[config.mk]
export PLATFORM = sky130hd
export DESIGN_NAME = reg_acc_arb
export DESIGN_NICKNAME = d
export VERILOG_FILES = /design/src/rtl/reg_acc_pkg.sv /design/src/rtl/reg_acc_arb_arb2_rr.sv /design/src/rtl/reg_acc_arb.sv
export SDC_FILE = /design/constraint.sdc
export NUM_CORES = 1
export LEC_CHECK = 0
export ABC_AREA = 1
export BUFFER_PORTS_ARGS = -buffer_cell sky130_fd_sc_hd__buf_2
export CAP_MARGIN = 20
export CORE_AREA = 2 2 86 63
export CTS_BUF_LIST = sky130_fd_sc_hd__clkbuf_4
export DETAILED_ROUTE_END_ITERATION = 10
export DIE_AREA = 0 0 88 65
export PLACE_DENSITY = 0.75
export SLEW_MARGIN = 20
export SYNTH_ARGS = -nofsm -noshare
export SYNTH_HDL_FRONTEND = slang
export SYNTH_SLANG_ARGS = --single-unit
[constraint.sdc]
create_clock -name i_clk -period 2.35 [get_ports i_clk]
set_clock_uncertainty 0.05 [all_clocks]
set_input_delay 0.1175 -clock i_clk [delete_from_list [all_inputs] [get_ports i_clk]]
set_output_delay 0.1175 -clock i_clk [all_outputs]
set_load 0.02 [all_outputs]
[src/rtl/reg_acc_pkg.sv]
// Shared types for the register-access arbiter: FSM states, access source, gap counter width.
// Latency: n/a (types only).
// Backpressure: n/a (types only).
package reg_acc_pkg;

  typedef enum logic [1:0] {
    IDLE = 2'd0,
    ACC  = 2'd1,
    ACK  = 2'd2,
    GAP  = 2'd3
  } state_t;

  typedef enum logic {
    SRC_SPI = 1'b0,
    SRC_TST = 1'b1
  } src_t;

  localparam int GAP_CNT_W = 4;

endpackage

[src/rtl/reg_acc_arb_arb2_rr.sv]
// Two-input grant between SPI and test requesters; round-robin on ties (fixed SPI priority with REG_ACC_ARB_FIXED_PRI_EN).
// Latency: grant is combinational from the requests; last_grant updates one cycle after i_upd.
// Backpressure: none; the caller decides when a grant is taken and reports it through i_upd.
module arb2_rr
  import reg_acc_pkg::*;
(
  input  logic i_clk,
  input  logic i_rst_n,
  input  logic i_spi_req,
  input  logic i_tst_req,
  input  logic i_upd,
  input  src_t i_upd_src,
  output logic o_gnt_vld,
  output src_t o_gnt_src
);

  assign o_gnt_vld = i_spi_req | i_tst_req;

`ifdef REG_ACC_ARB_FIXED_PRI_EN

  // history inputs have no use when SPI always wins a tie
  logic unused_hist;
  assign unused_hist = ^{i_clk, i_rst_n, i_upd, i_upd_src};

  // SPI wins whenever it is requesting
  always_comb begin
    o_gnt_src = SRC_SPI;
    if (i_tst_req && !i_spi_req) o_gnt_src = SRC_TST;
  end

`else

  src_t last_grant;

  // remember who was served last; resets to TST so SPI wins the first tie
  always_ff @(posedge i_clk or negedge i_rst_n) begin
    if (!i_rst_n) last_grant <= SRC_TST;
    else if (i_upd) last_grant <= i_upd_src;
  end

  // single requester wins outright; on a tie serve the port not served last
  always_comb begin
    o_gnt_src = SRC_SPI;
    if (i_spi_req && i_tst_req) o_gnt_src = (last_grant == SRC_SPI) ? SRC_TST : SRC_SPI;
    else if (i_tst_req) o_gnt_src = SRC_TST;
  end

`endif

endmodule

[src/rtl/reg_acc_arb.sv]
// Shares the register-file ren/wen bus between SPI and test requesters; REG_ACC_ARB_FIXED_PRI_EN selects fixed SPI priority.
// Latency: req sampled at edge N -> strobe in cycle N+1 -> ack in cycle N+2; one access per 3+GAP_CYC cycles.
// Backpressure: requesters hold req (level) until ack; requests are ignored outside IDLE.
module reg_acc_arb
  import reg_acc_pkg::*;
#(
  parameter int DW      = 8,
  parameter int AW      = 8,
  parameter int GAP_CYC = 1
) (
  input  logic          i_clk,
  input  logic          i_rst_n,
  input  logic          i_spi_req,
  input  logic          i_spi_wr,
  input  logic [AW-1:0] i_spi_addr,
  input  logic [DW-1:0] i_spi_wdata,
  output logic          o_spi_ack,
  output logic [DW-1:0] o_spi_rdata,
  input  logic          i_tst_req,
  input  logic          i_tst_wr,
  input  logic [AW-1:0] i_tst_addr,
  input  logic [DW-1:0] i_tst_wdata,
  output logic          o_tst_ack,
  output logic [DW-1:0] o_tst_rdata,
  output logic          o_ren,
  output logic          o_wen,
  output logic [AW-1:0] o_addr,
  output logic [DW-1:0] o_wdata,
  output logic          o_src_tst,
  input  logic [DW-1:0] i_rdata,
  output logic          o_busy
);

  // GAP lasts GAP_CYC cycles: counter loaded with GAP_CYC-1 and leaves at zero
  localparam logic [GAP_CNT_W-1:0] GAP_LOAD = GAP_CNT_W'((GAP_CYC > 0) ? GAP_CYC - 1 : 0);

  state_t                 state;
  state_t                 state_nxt;
  logic [GAP_CNT_W-1:0]   gap_cnt;
  logic                   gnt_vld;
  src_t                   gnt_src;
  src_t                   src_q;
  logic                   sel_wr;
  logic [AW-1:0]          sel_addr;
  logic [DW-1:0]          sel_wdata;

  arb2_rr u_arb (
    .i_clk     (i_clk),
    .i_rst_n   (i_rst_n),
    .i_spi_req (i_spi_req),
    .i_tst_req (i_tst_req),
    .i_upd     (state == ACC),
    .i_upd_src (src_q),
    .o_gnt_vld (gnt_vld),
    .o_gnt_src (gnt_src)
  );

  assign o_src_tst = (src_q == SRC_TST);

  // steer the winning port's command onto the bus-register inputs
  always_comb begin
    sel_wr    = i_spi_wr;
    sel_addr  = i_spi_addr;
    sel_wdata = i_spi_wdata;
    if (gnt_src == SRC_TST) begin
      sel_wr    = i_tst_wr;
      sel_addr  = i_tst_addr;
      sel_wdata = i_tst_wdata;
    end
  end

  // state register
  always_ff @(posedge i_clk or negedge i_rst_n) begin
    if (!i_rst_n) state <= IDLE;
    else          state <= state_nxt;
  end

  // next-state: IDLE -> ACC -> ACK -> (GAP ->) IDLE
  always_comb begin
    state_nxt = state;
    case (state)
      IDLE:    if (gnt_vld) state_nxt = ACC;
      ACC:     state_nxt = ACK;
      ACK:     state_nxt = (GAP_CYC > 0) ? GAP : IDLE;
      GAP:     if (gap_cnt == '0) state_nxt = IDLE;
      default: state_nxt = IDLE;
    endcase
  end

  // registered bus strobes, acks, read capture and gap counter; everything is driven from flops
  always_ff @(posedge i_clk or negedge i_rst_n) begin
    if (!i_rst_n) begin
      src_q       <= SRC_SPI;
      o_ren       <= 1'b0;
      o_wen       <= 1'b0;
      o_addr      <= '0;
      o_wdata     <= '0;
      o_spi_ack   <= 1'b0;
      o_tst_ack   <= 1'b0;
      o_spi_rdata <= '0;
      o_tst_rdata <= '0;
      o_busy      <= 1'b0;
      gap_cnt     <= '0;
    end else begin
      o_ren     <= 1'b0;
      o_wen     <= 1'b0;
      o_spi_ack <= 1'b0;
      o_tst_ack <= 1'b0;
      o_busy    <= (state_nxt != IDLE);
      case (state)
        IDLE: begin
          if (gnt_vld) begin
            src_q   <= gnt_src;
            o_addr  <= sel_addr;
            o_wdata <= sel_wdata;
            o_ren   <= ~sel_wr;
            o_wen   <= sel_wr;
          end
        end
        ACC: begin
          // the access is committed here: ack follows even if req has dropped
          if (src_q == SRC_TST) begin
            o_tst_ack <= 1'b1;
            if (o_ren) o_tst_rdata <= i_rdata;
          end else begin
            o_spi_ack <= 1'b1;
            if (o_ren) o_spi_rdata <= i_rdata;
          end
        end
        ACK: begin
          gap_cnt <= GAP_LOAD;
        end
        GAP: begin
          if (gap_cnt != '0) gap_cnt <= gap_cnt - 1'b1;
        end
        default: begin
          gap_cnt <= '0;
        end
      endcase
    end
  end

endmodule

* After elaboration in Yosys (flattened, before gate mapping)
Cells that the tools add are included.
W data, S select, Z words.
** Operators by class
- Bitwise logic cells :: 3
- Reductions and logical operators :: 10
- Eq/ne operators :: 4
- Mux-type cells :: 19
- $add $sub $neg :: 1
** Operators with widths (number)
- $mux W8 :: 2
- $mux W1 :: 12
- $pmux W2 S4 :: 1
- $pmux W4 S2 :: 1
- $reduce_and A3 Y1 :: 2
- $eq A2 B2 Y1 const B :: 2
- $logic_not A4 Y1 :: 1
- $mux W2 :: 2
- $mux W4 :: 1
- $reduce_and A2 Y1 :: 2
- $reduce_bool A2 Y1 :: 2
- $reduce_bool A4 Y1 :: 1
- $sub A4 B1 Y4 const B :: 1
- $eq A2 B1 Y1 const B :: 1
- $logic_not A2 Y1 :: 1
- $ne A2 B2 Y1 const B :: 1
- $not A1 Y1 :: 2
- $logic_and A1 B1 Y1 :: 1
- $or A1 B1 Y1 :: 1
** Storage, ports and cells
- Bits in registers :: 45
- Word-level logic and storage cells :: 50
- Input port bits :: 46
- Output and inout bits :: 38

* Longest topological paths before layout
- Depth in word-level cells :: 6
- Depth in mapped cells :: 7

* By module
From an unflattened synthesis, not the netlist that was laid out.
** Unflattened totals
- Cells, all modules :: 216
- Area total of the unflattened synthesis :: 2055.7 um2
** By module, submodules not included
- reg_acc_arb :: cells each 208, sequential area each 1101.1 um2, area an instance 1999.4 um2, instances 1
- arb2_rr :: cells each 8, sequential area each 26.3 um2, area an instance 56.3 um2, instances 1

* Worst setup path before layout
OpenSTA, ideal clock, no wires.
- Path kind :: reg2reg
- Start point :: register u_arb.last_grant
- End point :: register o_ren
- Cell stages (with the launch flop) :: 7
- Required time :: 2183 ps
- Library setup time :: 117 ps
- Period minus slack after synthesis :: 1257 ps
- Data arrival time :: 1091 ps
- Slack :: 1093 ps
- Cells stage by stage :: dfstp_2 > nand2_1 > nand2_1 > buf_2 > nand2_1 > nand2_1 > nor2_1
** On the way
- Word-level cells in the longest chain between the ends :: 6
** RTL lines
- start: declaration :: line reg_acc_arb_arb2_rr.sv:33 : src_t last_grant;
- start signal: assignment :: line reg_acc_arb_arb2_rr.sv:38 : else if (i_upd) last_grant <= i_upd_src;
- $mux W1 (2 in a row) :: line reg_acc_arb_arb2_rr.sv:44 : if (i_spi_req && i_tst_req) o_gnt_src = (last_grant == SRC_SPI) ? SRC_TST : SRC_SPI;
- $mux W1 :: line reg_acc_arb.sv:65 : if (gnt_src == SRC_TST) begin
- $not A1 Y1 :: line reg_acc_arb.sv:116 : o_ren <= ~sel_wr;
- $mux W1 :: line reg_acc_arb.sv:112 : if (gnt_vld) begin
- $mux W1 :: line reg_acc_arb.sv:110 : case (state)
- end signal: assignment :: line reg_acc_arb.sv:116
- end: declaration :: line reg_acc_arb.sv:25 : output logic o_ren,
Every way passes these cells.
A chain may end at the register's enable or synchronous reset.

* Worst setup path after layout
- Start point :: register state[1]
- End point :: register o_addr[1]
** On the way
- Word-level cells in the longest chain between the ends :: 2
** RTL lines
- start: declaration :: line reg_acc_arb.sv:37 : state_t state;
- start signal: assignment :: line reg_acc_arb.sv:75 : else state <= state_nxt;
- $logic_not A2 Y1 :: line reg_acc_arb.sv:110
- $reduce_and A2 Y1 (no source line)
- end signal: assignment :: line reg_acc_arb.sv:114 : o_addr <= sel_addr;
- end: declaration :: line reg_acc_arb.sv:27 : output logic [AW-1:0] o_addr,
Every way passes these cells.

==> metrics.txt <==
outcome finished, final reports clean; main flop type after synthesis dfrtp_1; clk buf depth 2; Min-Delay Startpoint i_spi_addr[4]; syn avg cell area 9.05 sq um; Core ar. 0.00498 sq mm; mux share of post-synthesis cell area 0%; GRT overflow 0; synth top area cells dfrtp_1 50%, nand2_1 13%, o21ai_2 12%; Peak Freq 499 MHz; nets 402; clock-pin slew on the worst setup and hold paths 120 ps; H-tree depth 2; post-CTS sizing 0; sequential fraction of the synthesis area 51.3%; Flop pwr share 39.5%; Syn. warnings 0; Clk network pwr share 9.9%; HP Class in2reg; fraction of the mapped netlist area in simple logic gates 24.9%; largest net degree at the start of global routing 35; detail-routed net length per standard cell 10.9 microns; I/O Pins 84; Syn Nets 290; DRC 0; Yosys top cell by area dfrtp_1; R2R Setup Slk 350 ps; hpwl dp 3.24 mm; worst flop-to-flop path startpoint state[1]$_DFF_PN0_; Seq cells post-synth 45; PortBufs 83; worst setup path class reg2reg; clock sinks 45; Max Cap Viol 0; Die Width 88 microns; final critical-path setup slack 347 ps; design area 0.00296 sq mm; XOR/XNOR share of the synthesized area 0.398%; Async SR Flop Fraction 100%; post-synthesis adder-cell area fraction 0.569%; final hold vios 0; worst-skew pair later-pin latency 350 ps; height of the chip 65 microns; drt first pass iters 4; initial DRC count 54; Worst slew margin 64.4%; post-route clock period utilization 85.2%; Mapped Cells 243; initial antenna violation count 0; Post-synth EDFFs 0; final setup fails 0; Core Rows 22; Worst R2R End o_addr[1]$_DFFE_PN0P_; global-route wire length before repair 7.62 mm; Clock Tree Root clkbuf_4; Req. time, crit path 2550 ps; RePlAce Congestion 0.724; WHS Endpoint o_addr[4]$_DFFE_PN0P_; antenna viol nets, final 0; synth-to-layout area growth 34.7%; setup_tns 0 ps; RSZ-0062 raised after global routing false; Distinct cells, synth 26; Setup crit end kind register; Crit Path Max Fanout 22; hold slack 18.1 ps; Power per Cell Area 1130 mW/mm^2; GRT Overall Usage 17.4%; Register-to-Register Path Depth 7; beginning of the critical path state[1]$_DFF_PN0_; via count 1862; largest family of logic cells by synthesized area simple AND/OR/NAND/NOR gates; placed inst area 0.00265 sq mm; TritonCTS Buffers 5; combinational power share 50.6%; Worst-Margin Slew 535 ps; number of global-route vias before repair 1749; Post-Syn Area 0.00220 sq mm; hold path cells 5; Vias per Instance 4.37; Inserted Diodes 0; DIE AREA 0.00572 sq mm; Critical Path AT 2210 ps; net switching power figure 1.51 mW; Yosys top cell area share 50.1%; initial core utilization 44.1%; Leak Pwr 1.63 nW; CTS tree yes; Synth Area in Compound Gates 13.7%; post-route minimum period 2000 ps; total power 3.36 mW; pre-CTS WS 881 ps; Internal Pwr Total 1.84 mW; switching share of total power 45.1%; total routed wirelength 4.63 mm; Max rail drop VDD 504 uV; layout cells sized above 1 41.2%; crit start category register; final slew viol count 0
## through the flow
step	cells	utilization [%]
finish	426	59.5
global route	426	59.5
CTS	426	59.5
detailed placement	393	53.2
global placement	393	53.2
floorplan	243	-
## flip-flops by register name, summed over array words and instances, names as in the netlist, 2 cells and up
name and flops:
o_addr 8, o_spi_rdata 8, o_tst_rdata 8, o_wdata 8, gap_cnt 4, state 2
## synthesized netlist by cell type (all sizes together) (3+ instances only)
cell type	instances
inv	33
buf	8
o21ai	33
nor2	24
a21oi	3
nand3	5
nand2	88
dfrtp	44
## cell type report
| type | count | area, sq um |
|---|---|---|
| tap | 72 | 90.1 |
| sequential | 45 | 1130 |
| clock buffer | 5 | 37.5 |
| fill | 435 | 2020 |
| clock inverter | 1 | 5.00 |
| timing repair buffer | 113 | 708 |
| inverter | 33 | 126 |
| multi-input combinational | 157 | 868 |
## critical path, stage by stage, from the launching register on
cell	delay (ps)
dfrtp_1	490
inv_2	120
nand2_4	70
nor2_8	290
inv_4	180
nand2_1	110
o21ai_2	50
dlygate4sd3_1	540
## timing repair
action                                  4_1_cts  5_1_grt
hold buffers                                 27        0
hold endpoints to repair                     56        0
setup buffers                                 0        0
endpoints found under the setup margin        0        0
## cells in the final DEF, fill, tap and decap left out
cell type,synthesis,routed
buf_2,2,83
nand2_1,75,75
dfrtp_1,44,44
o21ai_2,31,31
inv_1,30,30
dlygate4sd3_1,0,27
nor2_1,21,21
nand2_2,12,12
clkbuf_4,0,5
nand3_1,4,4
buf_4,1,3
inv_2,2,2
a21oi_1,2,2
o21ai_0,2,2
nor2_4,1,1
nor2_2,1,1
nand2_4,1,1
nor2_8,1,1
inv_4,1,1
a21oi_2,1,1
nor3_1,1,1
nand3b_4,1,1
nand3_4,1,1
xor2_1,1,1
ha_1,1,1
clkinv_2,0,1
dfstp_2,1,1
## kinds of logic (layout without fill, tap and decap cells)
logic type	Yosys count	after routing
AND/OR/NAND/NOR	119	119
flip-flops	45	45
buffers and inverters	41	152
AO/OA/AOI/OAI	36	36
adder cells (fa/ha/maj)	1	1
XOR/XNOR	1	1
## worst max path at each step
| stage | slack (ps) | end | cells after the start |
|---|---|---|---|
| after floorplan | 1090 | o_ren$_DFF_PN0_ | 6 |
| after global placement | 930 | o_wdata[0]$_DFFE_PN0P_ | 6 |
| after detailed placement | 880 | o_wdata[1]$_DFFE_PN0P_ | 6 |
| after CTS | 340 | o_addr[1]$_DFFE_PN0P_ | 7 |
| after global routing | 260 | o_addr[1]$_DFFE_PN0P_ | 7 |
| final | 350 | o_addr[1]$_DFFE_PN0P_ | 7 |
## metal layers
metal	vias up	share of wire, %	track usage (%)	wire, microns
met5	-	0	0	0
met4	0	1.0	5.38	48
met3	7	5.1	5.73	237
met2	44	48	27.7	2200
met1	848	46	22.4	2140
li1	963	-	-	-
## power by group through the flow
stage                     Sequential [mW]  Clock (mW)  Combinational (mW)
after floorplan                      1.72           0               0.833
after global placement               1.34           0                1.63
after detailed placement             1.34           0                1.68
after CTS                            1.33       0.347                1.72
after global routing                 1.36       0.372                1.86
final                                1.32       0.333                1.70
Note: power is estimated with default switching activity, not from simulation.
